`config.mk`:
```
export PLATFORM = sky130hd
export DESIGN_NAME = div_unit_flat
export DESIGN_NICKNAME = d
export VERILOG_FILES = /design/src/rtl/div_unit_if.sv /design/src/rtl/div_unit.sv /design/src/flat_wrapper.sv
export SDC_FILE = /design/constraint.sdc
export NUM_CORES = 1
export LEC_CHECK = 0
export ABC_CLOCK_PERIOD_IN_PS = 2570
export CAP_MARGIN = 40
export CORE_UTILIZATION = 30
export CTS_BUF_LIST = sky130_fd_sc_hd__clkbuf_4 sky130_fd_sc_hd__clkbuf_8 sky130_fd_sc_hd__clkbuf_16
export CTS_CLUSTER_SIZE = 24
export DETAILED_ROUTE_END_ITERATION = 7
export HOLD_SLACK_MARGIN = 0.15
export PLACE_DENSITY = 0.58
export SYNTH_ARGS = -nofsm -noshare
export SYNTH_HDL_FRONTEND = slang
export SYNTH_SLANG_ARGS = --single-unit
```
`constraint.sdc`:
```
create_clock -name clk -period 2.57 [get_ports clk]
set_clock_uncertainty 0.15 [all_clocks]
set_input_delay 0.257 -clock clk [delete_from_list [all_inputs] [get_ports clk]]
set_output_delay 0.257 -clock clk [all_outputs]
set_load 0.02 [all_outputs]
```
`src/rtl/div_unit_if.sv`:
```
// Handshake and operand bundle between the EX stage and the multi-cycle divider.
interface div_unit_if;
    logic        signed_div_i;
    logic [31:0] opdata1_i;
    logic [31:0] opdata2_i;
    logic        start_i;
    logic        annul_i;
    logic [63:0] result_o;
    logic        ready_o;

    modport master (
        output signed_div_i, opdata1_i, opdata2_i, start_i, annul_i,
        input  result_o, ready_o
    );

    modport slave (
        input  signed_div_i, opdata1_i, opdata2_i, start_i, annul_i,
        output result_o, ready_o
    );
endinterface

```
`src/rtl/div_unit.sv`:
```
// Multi-cycle restoring 32/32 divider returning {remainder, quotient}.
// Define DIV_SIGNED_EN to build in signed (DIV) support; otherwise every divide is unsigned.
module div_unit (
    input logic       clk,
    input logic       rst,
    div_unit_if.slave div_io
);
    typedef enum logic [1:0] {StFree, StByZero, StOn, StEnd} state_e;

    state_e      state_q, state_d;
    logic [5:0]  cnt_q, cnt_d;
    logic [64:0] w_q, w_d;
    logic [31:0] divisor_q, divisor_d;
    logic [63:0] result_q, result_d;

    logic [33:0] diff;
    logic [31:0] op1_mag, op2_mag;
    logic [31:0] quot, rem;
    logic        accept;

    assign accept = (state_q == StFree) && div_io.start_i && !div_io.annul_i;

`ifdef DIV_SIGNED_EN
    logic neg_quot_q, neg_rem_q;
    logic op1_neg, op2_neg;

    assign op1_neg = div_io.signed_div_i & div_io.opdata1_i[31];
    assign op2_neg = div_io.signed_div_i & div_io.opdata2_i[31];
    assign op1_mag = op1_neg ? (32'd0 - div_io.opdata1_i) : div_io.opdata1_i;
    assign op2_mag = op2_neg ? (32'd0 - div_io.opdata2_i) : div_io.opdata2_i;

    // Quotient truncates toward zero; remainder follows the dividend's sign.
    assign quot = neg_quot_q ? (32'd0 - w_q[31:0]) : w_q[31:0];
    assign rem  = neg_rem_q ? (32'd0 - w_q[63:32]) : w_q[63:32];

    always_ff @(posedge clk) begin
        if (rst) begin
            neg_quot_q <= 1'b0;
            neg_rem_q  <= 1'b0;
        end else if (accept) begin
            neg_quot_q <= op1_neg ^ op2_neg;
            neg_rem_q  <= op1_neg;
        end
    end
`else
    assign op1_mag = div_io.opdata1_i;
    assign op2_mag = div_io.opdata2_i;
    assign quot    = w_q[31:0];
    assign rem     = w_q[63:32];
`endif

    // Partial remainder with the next dividend bit appended, minus the divisor.
    assign diff = w_q[64:31] - {2'b00, divisor_q};

    always_ff @(posedge clk) begin
        if (rst) begin
            state_q   <= StFree;
            cnt_q     <= 6'd0;
            w_q       <= 65'd0;
            divisor_q <= 32'd0;
            result_q  <= 64'd0;
        end else begin
            state_q   <= state_d;
            cnt_q     <= cnt_d;
            w_q       <= w_d;
            divisor_q <= divisor_d;
            result_q  <= result_d;
        end
    end

    always_comb begin
        state_d   = state_q;
        cnt_d     = cnt_q;
        w_d       = w_q;
        divisor_d = divisor_q;
        result_d  = result_q;

        unique case (state_q)
            StFree: begin
                result_d = 64'd0;
                if (accept) begin
                    divisor_d = op2_mag;
                    w_d       = {33'd0, op1_mag};
                    cnt_d     = 6'd0;
                    state_d   = (div_io.opdata2_i == 32'd0) ? StByZero : StOn;
                end
            end
            StByZero: begin
                state_d = div_io.annul_i ? StFree : StEnd;
            end
            StOn: begin
                if (div_io.annul_i) begin
                    state_d = StFree;
                end else if (cnt_q == 6'd32) begin
                    result_d = {rem, quot};
                    state_d  = StEnd;
                end else begin
                    cnt_d = cnt_q + 6'd1;
                    // Borrow means the divisor did not fit: shift in a 0 quotient bit.
                    if (diff[33]) begin
                        w_d = {w_q[63:0], 1'b0};
                    end else begin
                        w_d = {1'b0, diff[31:0], w_q[30:0], 1'b1};
                    end
                end
            end
            StEnd: begin
                if (!div_io.start_i) begin
                    result_d = 64'd0;
                    state_d  = StFree;
                end
            end
            default: begin
                state_d  = StFree;
                result_d = 64'd0;
            end
        endcase
    end

    assign div_io.ready_o  = (state_q == StEnd);
    assign div_io.result_o = result_q;
endmodule
```
`src/flat_wrapper.sv`:
```
// flat-port wrapper written by rule: the top's interface ports become plain ports
module div_unit_flat 
  (clk, rst, div_io_signed_div_i, div_io_opdata1_i, div_io_opdata2_i, div_io_start_i, div_io_annul_i, div_io_result_o, div_io_ready_o);
  div_unit_if div_io_i ();
  input logic clk;
  input logic rst;
  input wire logic [$bits(div_io_i.signed_div_i)-1:0] div_io_signed_div_i;
  input wire logic [$bits(div_io_i.opdata1_i)-1:0] div_io_opdata1_i;
  input wire logic [$bits(div_io_i.opdata2_i)-1:0] div_io_opdata2_i;
  input wire logic [$bits(div_io_i.start_i)-1:0] div_io_start_i;
  input wire logic [$bits(div_io_i.annul_i)-1:0] div_io_annul_i;
  output wire logic [$bits(div_io_i.result_o)-1:0] div_io_result_o;
  output wire logic [$bits(div_io_i.ready_o)-1:0] div_io_ready_o;
  assign div_io_i.signed_div_i = div_io_signed_div_i;
  assign div_io_i.opdata1_i = div_io_opdata1_i;
  assign div_io_i.opdata2_i = div_io_opdata2_i;
  assign div_io_i.start_i = div_io_start_i;
  assign div_io_i.annul_i = div_io_annul_i;
  assign div_io_result_o = div_io_i.result_o;
  assign div_io_ready_o = div_io_i.ready_o;
  div_unit u_core (.clk(clk), .rst(rst), .div_io(div_io_i));
endmodule
```
==> results.md <==
* Run status: complete, but fails checks
* Failing checks: setup timing
* GRT Resource Usage Total at 17.7%
* Gate power share at 52.5%
* First-pass GRT wire length at 43.2 mm
* Pleak at 0.00459 µW
* Routed vias/inst at 5.08
* Endpoint class of the critical path: register
* Commonest non-fill, non-tap cells in the layout: nand2_1, dfxtp_1, clkdlybuf4s50_1, a21oi_1, buf_4
* Slowest-stage cell, CP: fa_2
* Vias at 8793
* Final Net Count at 1443
* Cts bufs inserted at 17
* Port Buf Inserts at 132
* Worst skew pair latency at 0.45 ns
* Initial DRC count at 502
* Mapped Nets at 1233
* Yosys reg bits at 169
* Clk network pwr share at 21.7%
* Synth Instances at 1125
* Setup CP Type: register to register
* Crit path depth at 11
* Max clock buf depth at 2
* Reg-to-reg setup timing slack at -0.18 ns
* Top_reg_cell synth: dfxtp_1
* DRC violations left at 0
* Critical Path Fanout Max at 3
* RSZ-0062 raised after global routing: yes
* Synthesized cell area at 8740 µm²
* Register area share after synthesis at 38.7%
* Top delay family on crit path: compound AO/OA/AOI/OAI gates
* Max H-tree Level at 4
* CTS Root Cell: clkbuf_16
* Worst-margin pin slew at 0.661 ns
* Psw at 5430 µW
* Critical Path Source: u_core.divisor_q[0]
* Post-synth cell types at 62
* Final wirelength at 26.7 mm
* Async set-reset flop share out of synthesis at 0%
* Area Overhead vs Synth at 43.6%
* Crit start category: register
* CTS tree: yes
* CP Data Required Time at 2.73 ns
* Initial antenna violation count at 0
* Die H at 173 µm
* Die span in x at 173 µm
* Die area at 29800 µm²
* WL/cell at 15.4 µm
* Worst path cell trace: ha_4, inv_1, fa_2, a21oi_4, o21ai_4, a2111oi_4, or4bb_4, a211oi_4, or3_1, nand4_1, o221ai_2
* First drt pass iteration count at 5
* Critical Path End: u_core.w_q[60]
* Vias in the first global route at 8463
* Synthesized area per cell at 7.77 µm²
* R2R cell count at 11
* Hold Fails Final Rpt at 0
* Grt ovf at 0
* Commonest non-fill, non-tap cell in the layout: nand2_1
* Pwr Density at 995 nW/µm²
* Largest net degree at the start of global routing at 98
* ANT cells at 0
* Synth area leader: dfxtp_1
* Max-slew headroom at 55.9%
* Reg clk slew, reported paths at 0.08 ns
* IO Count at 134
* Placed instance area at 11400 µm²
* Fmax at 364 MHz
* Yosys top cell area share at 38.7%
* Ys Warns at 0
* RR Startpoint: u_core.divisor_q[0]
* Setup violations, final at 33
* Routability cong. at 0.900
* DRT antenna net count at 0
* Sw Ratio at 43.5%
* Dpl ws at -0.347 ns
* Synth top area cells: dfxtp_1, nand2_1, a21oi_1
* CP Buf/Inv Count at 1
* Slew Limit Fails at 0
* Starting Density at 30.4%
* Std cell rows at 62
* Number of synthesized flops with an enable pin at 0
* Final Cycle Share at 107%
* Crit path DAT at 2.91 ns
* Worst VDD drop at 801 µV
* Max-cap viol count at 0
* Worst Hold Class: input pin to register
* Minimum clock period at 2.75 ns
* Int Pwr at 7060 µW
* # clock sinks at 169
* Layout cells sized above 1 at 19.4%
* Core Box Area at 28700 µm²
* Final instance area at 12500 µm²
* Highest cell delay on the worst timing path at 0.42 ns
* DP HPWL at 18.5 mm
* RR Endpoint: u_core.w_q[60]
* Hold Slack at 0.253 ns
* Final setup margin at -0.179 ns
* Part of the power in registers at 25.8%
* Setup TNS at -4.42 ns
[tightest hold or removal path: cells and delay by family]
kind,cells,cell delay [ns]
AO/OA/AOI/OAI,1,0.06
AND/OR/NAND/NOR,1,0.07
buffers and inverters,1,0.42
[area by class of cell]
type / instances / area (µm²)
inverters: 50 / 188
well taps: 384 / 480
multi-input cells: 829 / 5350
fillers: 2857 / 16200
clock buffers: 17 / 425
clock inverters: 15 / 214
flip-flops and latches: 169 / 3400
repair buffers: 268 / 2490
[per-stage QoR]
step / total power (µW) / util (%) / cells
final: 12500 / 43.7 / 1732
after global routing: 13300 / 43.7 / 1732
after CTS: 12400 / 43.1 / 1732
after detailed placement: 9060 / 39.6 / 1688
after global placement: 9010 / 39.6 / 1688
after floorplan: 6870 / - / 1125
[logic make-up (layout without fill, tap and decap cells)]
family	Yosys count	count (layout)	synth area share (%)
multiplexers	35	35	4.01
XOR/XNOR	22	22	2.21
flip-flops	169	169	38.7
adder cells (fa/ha/maj)	39	39	5.67
buffers and inverters	127	350	5.67
AO/OA/AOI/OAI	288	288	20.9
AND/OR/NAND/NOR	445	445	22.8
[routing by layer]
| layer | wire length (µm) | GRT usage (%) | vias up |
|---|---|---|---|
| li1 | - | - | 4408 |
| met1 | 12400 | 23.6 | 4155 |
| met2 | 12700 | 29.2 | 211 |
| met3 | 1360 | 3.34 | 19 |
| met4 | 325 | 4.94 | 0 |
| met5 | 0 | 0 | - |
[worst min-delay path by stage]
| stage | startpoint | cells after the start | slack [ns] | endpoint |
|---|---|---|---|---|
| 5_1_grt | div_io_opdata2_i[2] | 3 | 0.25 | u_core.divisor_q[2] |
| 2_1_floorplan | div_io_opdata2_i[7] | 2 | 0.24 | u_core.divisor_q[7] |
| 6_report | div_io_opdata2_i[27] | 3 | 0.25 | u_core.divisor_q[27] |
| 3_5_place_dp | u_core.div_io.result_o[45] | 2 | 0.29 | u_core.div_io.result_o[45] |
| 3_3_place_gp | u_core.div_io.result_o[42] | 2 | 0.29 | u_core.div_io.result_o[42] |
| 4_1_cts | div_io_opdata2_i[2] | 3 | 0.23 | u_core.divisor_q[2] |
[power by group through the flow]
stage               combinational, µW  sequential (µW)  clock (µW)
CTS                              6430             3210        2780
floorplan                        3600             3270           0
detailed placement               5790             3270           0
global route                     7150             3270        2870
finish                           6550             3220        2710
global placement                 5760             3250           0
[flip-flops by register name (all words and copies together), names as in the netlist]
register and count:
u_core.state_q 2, u_core.w_q 65, u_core.div_io.result_o 64, u_core.divisor_q 32
u_core.cnt_q 6
[synth_stat cells (5+ instances only)]
library cell,instances
a211oi_1,39
a21o_1,9
a21oi_1,130
a221oi_1,5
and2_1,6
buf_1,6
buf_2,9
clkbuf_1,61
dfxtp_1,169
ha_1,38
inv_1,50
mux2i_1,35
nand2_1,221
nand3_1,77
nand4_1,31
nor2_1,62
nor3_1,10
nor4_1,9
o211ai_1,27
o21a_1,8
o21ai_0,28
o221ai_1,9
or3_1,8
xnor2_1,10
xor2_1,12
[timing repair]
item                       4_1_cts  5_1_grt
hold endpoints to repair        30        0
cloned                           1        0
buffers inserted                11        2
pin swaps                       31       27
setup endpoints to repair       33       45
hold buffers                     1        0
resized for setup               64       47
Note: power is estimated with default switching activity, not from simulation.
==> variant 1: new RTL, same settings <==
Compare `cnt_q` against `6'd32` with >= in place of ==.
--- a/src/rtl/div_unit.sv
+++ b/src/rtl/div_unit.sv
@@ -92,5 +92,5 @@
                 if (div_io.annul_i) begin
                     state_d = StFree;
-                end else if (cnt_q == 6'd32) begin
+                end else if (cnt_q >= 6'd32) begin
                     result_d = {rem, quot};
                     state_d  = StEnd;
Check against the original RTL: same outputs for any inputs over 4 cycles, from zero or initial values and one cycle with rst high; that may be too few to reach the edited logic, so the function may still have changed.
==> variant 1 against the original RTL <==
The flow still finishes with violations (setup timing); routed wire length increased by 1.8%; worst hold slack improved by 2.0 ps; area after synthesis down 0.23%; power fell by 2.3%; sequential cell count unchanged; final area fell by 1.2%; setup slack got worse by 250 ps; sequential power down 1%; critical path type unchanged; critical endpoint is now u_core.w_q[38].
==> variant 1: results (changes against the original RTL) <==
outcome: "complete, but fails checks"  # unchanged
violations: "setup timing"  # unchanged
diodes: 0  # unchanged
ir_drop_mv: 0.591  # was 0.801 mV
cts-root-buf: "clkbuf_16"  # unchanged
grt_antenna_before_repair: 0  # unchanged
clockBufferDepth: 2  # unchanged
p_switching_uw: 5000  # was 5430 uW
cp_slowest_cell: "or4_4"  # was fa_2
wl_met1_um: 12500  # was 12400 um
regMostFlops: "u_core.w_q"  # unchanged
ys_seq_area_share_pct: 38.8  # was 38.7%
drt_iter0_drc: 555  # was 502
hold_start: "div_io_opdata2_i[22]"  # was div_io_opdata2_i[27]
met2_length_um: 12600  # was 12700 um
grt_max_degree: 65  # was 98
dieWidth_um: 172  # was 173 um
vias_per_cell: 5.01  # was 5.08
first_pass_iters: 5  # unchanged
rr_startpoint: "u_core.w_q[55]"  # was u_core.divisor_q[0]
synthesis.nets: 1199  # was 1233
leakagePower_uw: 0.00465  # was 0.00459 uW
crit_path_start_kind: "flip-flop"  # unchanged
wl_met3_um: 1090  # was 1360 um
critPathMaxFanout: 11  # was 3
hp-class: "in2reg"  # unchanged
cts_buffers: 17  # unchanged
worstPathArrival_ps: 3160  # was 2910 ps
dp_hpwl_um: 18800  # was 18500 um
synthDistinctLibCells: 61  # was 62
finalWorstSetupSlack_ps: -429  # was -179 ps
hold_depth: 3  # unchanged
synth_commonest_cells: "202 x nand2_1, 169 x dfxtp_1, 121 x a21oi_1"  # was 221 x nand2_1, 169 x dfxtp_1, 130 x a21oi_1
setup_violations: 33  # unchanged
r2r_cells: 13  # was 11
highest_layer: "met4"  # unchanged
min_to: "u_core.divisor_q[22]"  # was u_core.divisor_q[27]
largest_reg_flops: 65  # unchanged
worst_pin_slew_ps: 658  # was 661 ps
r2r-end: "u_core.w_q[38]"  # was u_core.w_q[60]
finalNetCount: 1423  # was 1443
insertion_delay_ps: 430  # was 450 ps
whs_ps: 255  # was 253 ps
yosysWarnings: 0  # unchanged
grtUsageTotal_pct: 18.4  # was 17.7%
grt_pass1_wl_um: 43000  # was 43200 um
clk_pin_slew_ps: 80  # about the same
htreeDepth: 4  # unchanged
gp_congestion: 0.898  # was 0.900
async_flop_share_pct: 0  # unchanged
slowest_delay_ps: 470  # was 420 ps
layout-drive-gt1-share_pct: 18.4  # was 19.4%
synthTopCellsByArea: "dfxtp_1 39%, nand2_1 8.7%, a21oi_1 6.9%"  # was dfxtp_1 39%, nand2_1 9.5%, a21oi_1 7.4%
route.detailed.drc: 0  # unchanged
io_buffers: 132  # unchanged
grt_pass1_vias: 8369  # was 8463
routed_wl_um: 27200  # was 26700 um
## variant 1: changes by cell type in the layout (fill, tap and decap cells not counted), moves of 8 or more
cell / unedited run / this run
o211ai_2: 1 / 10
buf_4: 117 / 129
ha_1: 25 / 33
o211ai_1: 27 / 15
xnor2_1: 10 / 18
nand2_1: 216 / 202
o221ai_2: 10 / 1
## variant 1: how the worst max path moves through the flow
stage	end	cells past startpoint
after floorplan	u_core.w_q[46]	14
after global placement	u_core.w_q[62]	12
after detailed placement	u_core.w_q[62]	12
after CTS	u_core.w_q[41]	14
after global routing	u_core.w_q[62]	14
final	u_core.w_q[38]	13
## variant 1: metal layers
layer | track usage (%) | vias up
met1 | 23.8 | 4031
met2 | 29.9 | 185
met3 | 3.25 | 51
li1 | - | 4315
met5 | 0 | -
met4 | 8.00 | 0
## variant 1: logic make-up after synthesis
group | count (synthesis) | share of synthesized area, %
mux | 33 | 3.79
xor+xnor | 30 | 3.01
simple gates | 419 | 21.8
compound gates | 272 | 20.9
buf+inv | 129 | 6.03
flops | 169 | 38.8
fa+ha+maj | 39 | 5.68
## variant 1: final cells by class
class,count,area [sq um]
multi-input combinational,793,5030
timing repair buffer,287,2720
tap,384,480
clock inverter,15,171
inverter,47,176
sequential,169,3390
fill,2829,16200
clock buffer,17,425
## variant 1: power groups by stage
stage	clock network, uW	registers [uW]	logic (uW)
finish	2610	3180	6410
global route	2780	3230	6930
CTS	2670	3180	6320
detailed placement	0	3240	5310
global placement	0	3230	5260
floorplan	0	3230	3350
## variant 1: repair_timing
item,4_1_cts,5_1_grt
pin swaps,26,5
setup endpoints to repair,33,38
gates cloned,5,0
resized for setup,43,2
endpoints found under the hold margin,31,0
hold buffers,1,0
buffers inserted,20,2
## variant 1: through the flow
| stage | total power, uW | setup WS, ps | area (sq um) | TNS (ps) | cells |
|---|---|---|---|---|---|
| 2_1_floorplan | 6580 | -408 | 8740 | -10480 | 1091 |
| 5_1_grt | 12900 | -602 | 12400 | -17880 | 1712 |
| 4_1_cts | 12200 | -413 | 12400 | -11460 | 1710 |
| 6_report | 12200 | -429 | 12400 | -12060 | 1712 |
| 3_3_place_gp | 8490 | -483 | 11300 | -12780 | 1651 |
| 3_5_place_dp | 8540 | -470 | 11300 | -13350 | 1653 |
## variant 1: critical path: cells and delay by family, from the launching register on
kind,cells,cell delay [ps]
AOI/OAI and AO/OA,6,1070
and+or+nand+nor,3,720
adders and majority gates,1,210
buffers and inverters,3,320
DFF,1,390
==> variant 2: new RTL, config.mk and constraints unchanged <==
Without the edit above. Add a define of `DIV_SIGNED_EN`.
--- a/src/rtl/div_unit.sv
+++ b/src/rtl/div_unit.sv
@@ -1,4 +1,6 @@
 // Multi-cycle restoring 32/32 divider returning {remainder, quotient}.
 // Define DIV_SIGNED_EN to build in signed (DIV) support; otherwise every divide is unsigned.
+`define DIV_SIGNED_EN
+
 module div_unit (
     input logic       clk,
Function: same outputs for any inputs over 4 cycles, from zero or initial values and one cycle with rst high; that may be too few to reach the edited logic, so the function may still have changed.
==> variant 2 against the original RTL <==
The run still ends with setup timing left; final area up 32%; power is 4.9% lower; setup slack worse by 310 ps; first-iteration DRC count increased by 46%; clock power down 3%; global-route usage rose by 2.2 points; area after synthesis rose by 24%; routed wire length rose by 39%; non-clock buffer count up 177; sequential cell count grew 2; final cell count grew 31%; largest power group unchanged.
==> variant 2: results (changes against the original RTL) <==
grt_use_met1_pct: 26.9  # was 23.6%
gp_congestion: 0.880  # was 0.900
vias_per_cell: 5.10  # was 5.08
wl_per_cell_um: 16.4  # was 15.4 um
cp-startpoint: "u_core.w_q[2]"  # was u_core.divisor_q[0]
hold_start: "div_io_opdata2_i[8]"  # was div_io_opdata2_i[27]
dpl.cell_count: 2197  # was 1688
grt.met2_usage_pct: 33.2  # was 29.2%
synth_fa_ha_area_share_pct: 5.15  # was 5.67%
drt_iter0_drc: 733  # was 502
cp_slowest_cell: "or4_4"  # was fa_2
hold_depth: 4  # was 3
pre_cts_slack_ps: -636  # was -347 ps
dp_hpwl_um: 28100  # was 18500 um
cts_resized: 87  # was 64
leakagePower_uw: 0.00635  # was 0.00459 uW
met3_usage_pct: 2.56  # was 3.34%
setup_violations: 57  # was 33
grt_pass1_vias: 11067  # was 8463
relSlewSlack_pct: 62.6  # was 55.9%
synthXorXnorAreaFrac_pct: 11.1  # was 2.21%
met2_length_um: 17600  # was 12700 um
layout-drive-gt1-share_pct: 27.5  # was 19.4%
synthCells: 1403  # was 1125
wl_met3_um: 1310  # was 1360 um
synth-compound-area-share_pct: 25.7  # was 20.9%
cts_setup_buffers: 13  # was 11
stdcell_count: 2261  # was 1732
synth_commonest_cells: "184 x nand2_1, 171 x dfxtp_1, 118 x a21oi_1"  # was 221 x nand2_1, 169 x dfxtp_1, 130 x a21oi_1
synth.area.mux_share_pct: 0.0923  # was 4.01%
worstPathArrival_ps: 3250  # was 2910 ps
grtUsageTotal_pct: 20.0  # was 17.7%
finalWorstSetupSlack_ps: -493  # was -179 ps
grt_pass1_wl_um: 58500  # was 43200 um
finalNetCount: 1900  # was 1443
outcome: "complete, but fails checks"  # unchanged
violations: "setup timing"  # unchanged
synthesis.nets: 1516  # was 1233
critPathMaxFanout: 5  # was 3
io_buffers: 133  # was 132
endpoint: "u_core.div_io.result_o[29]"  # was u_core.w_q[60]
## variant 2: critical path: cells and delay by family (launching register included)
kind,cells,cell delay (ps)
AO/OA/AOI/OAI,2,310
XOR/XNOR,1,180
flip-flops,1,320
AND/OR/NAND/NOR,5,2000
## variant 2: how the worst min path moves through the flow
stage	end	slack, ps
CTS	u_core.div_io.result_o[1]	310
detailed placement	u_core.div_io.result_o[1]	300
global placement	u_core.div_io.result_o[1]	290
floorplan	u_core.divisor_q[0]	240
finish	u_core.divisor_q[8]	220
global route	u_core.divisor_q[9]	260
## variant 2: power by group through the flow
stage               sequential [uW]  combinational [uW]  clock (uW)
CTS                            3040                5730        2700
floorplan                      3110                3020           0
global route                   3070                6670        2820
detailed placement             3090                5140           0
global placement               3090                5100           0
finish                         3040                6200        2630
## variant 2: cell type report
type / count / area [sq um]
fillers: 3468 / 19000
repair buffers: 445 / 4010
clock buffers: 17 / 425
inverters: 63 / 236
flip-flops and latches: 171 / 3450
multi-input cells: 1089 / 7700
well taps: 461 / 577
clock inverters: 15 / 170
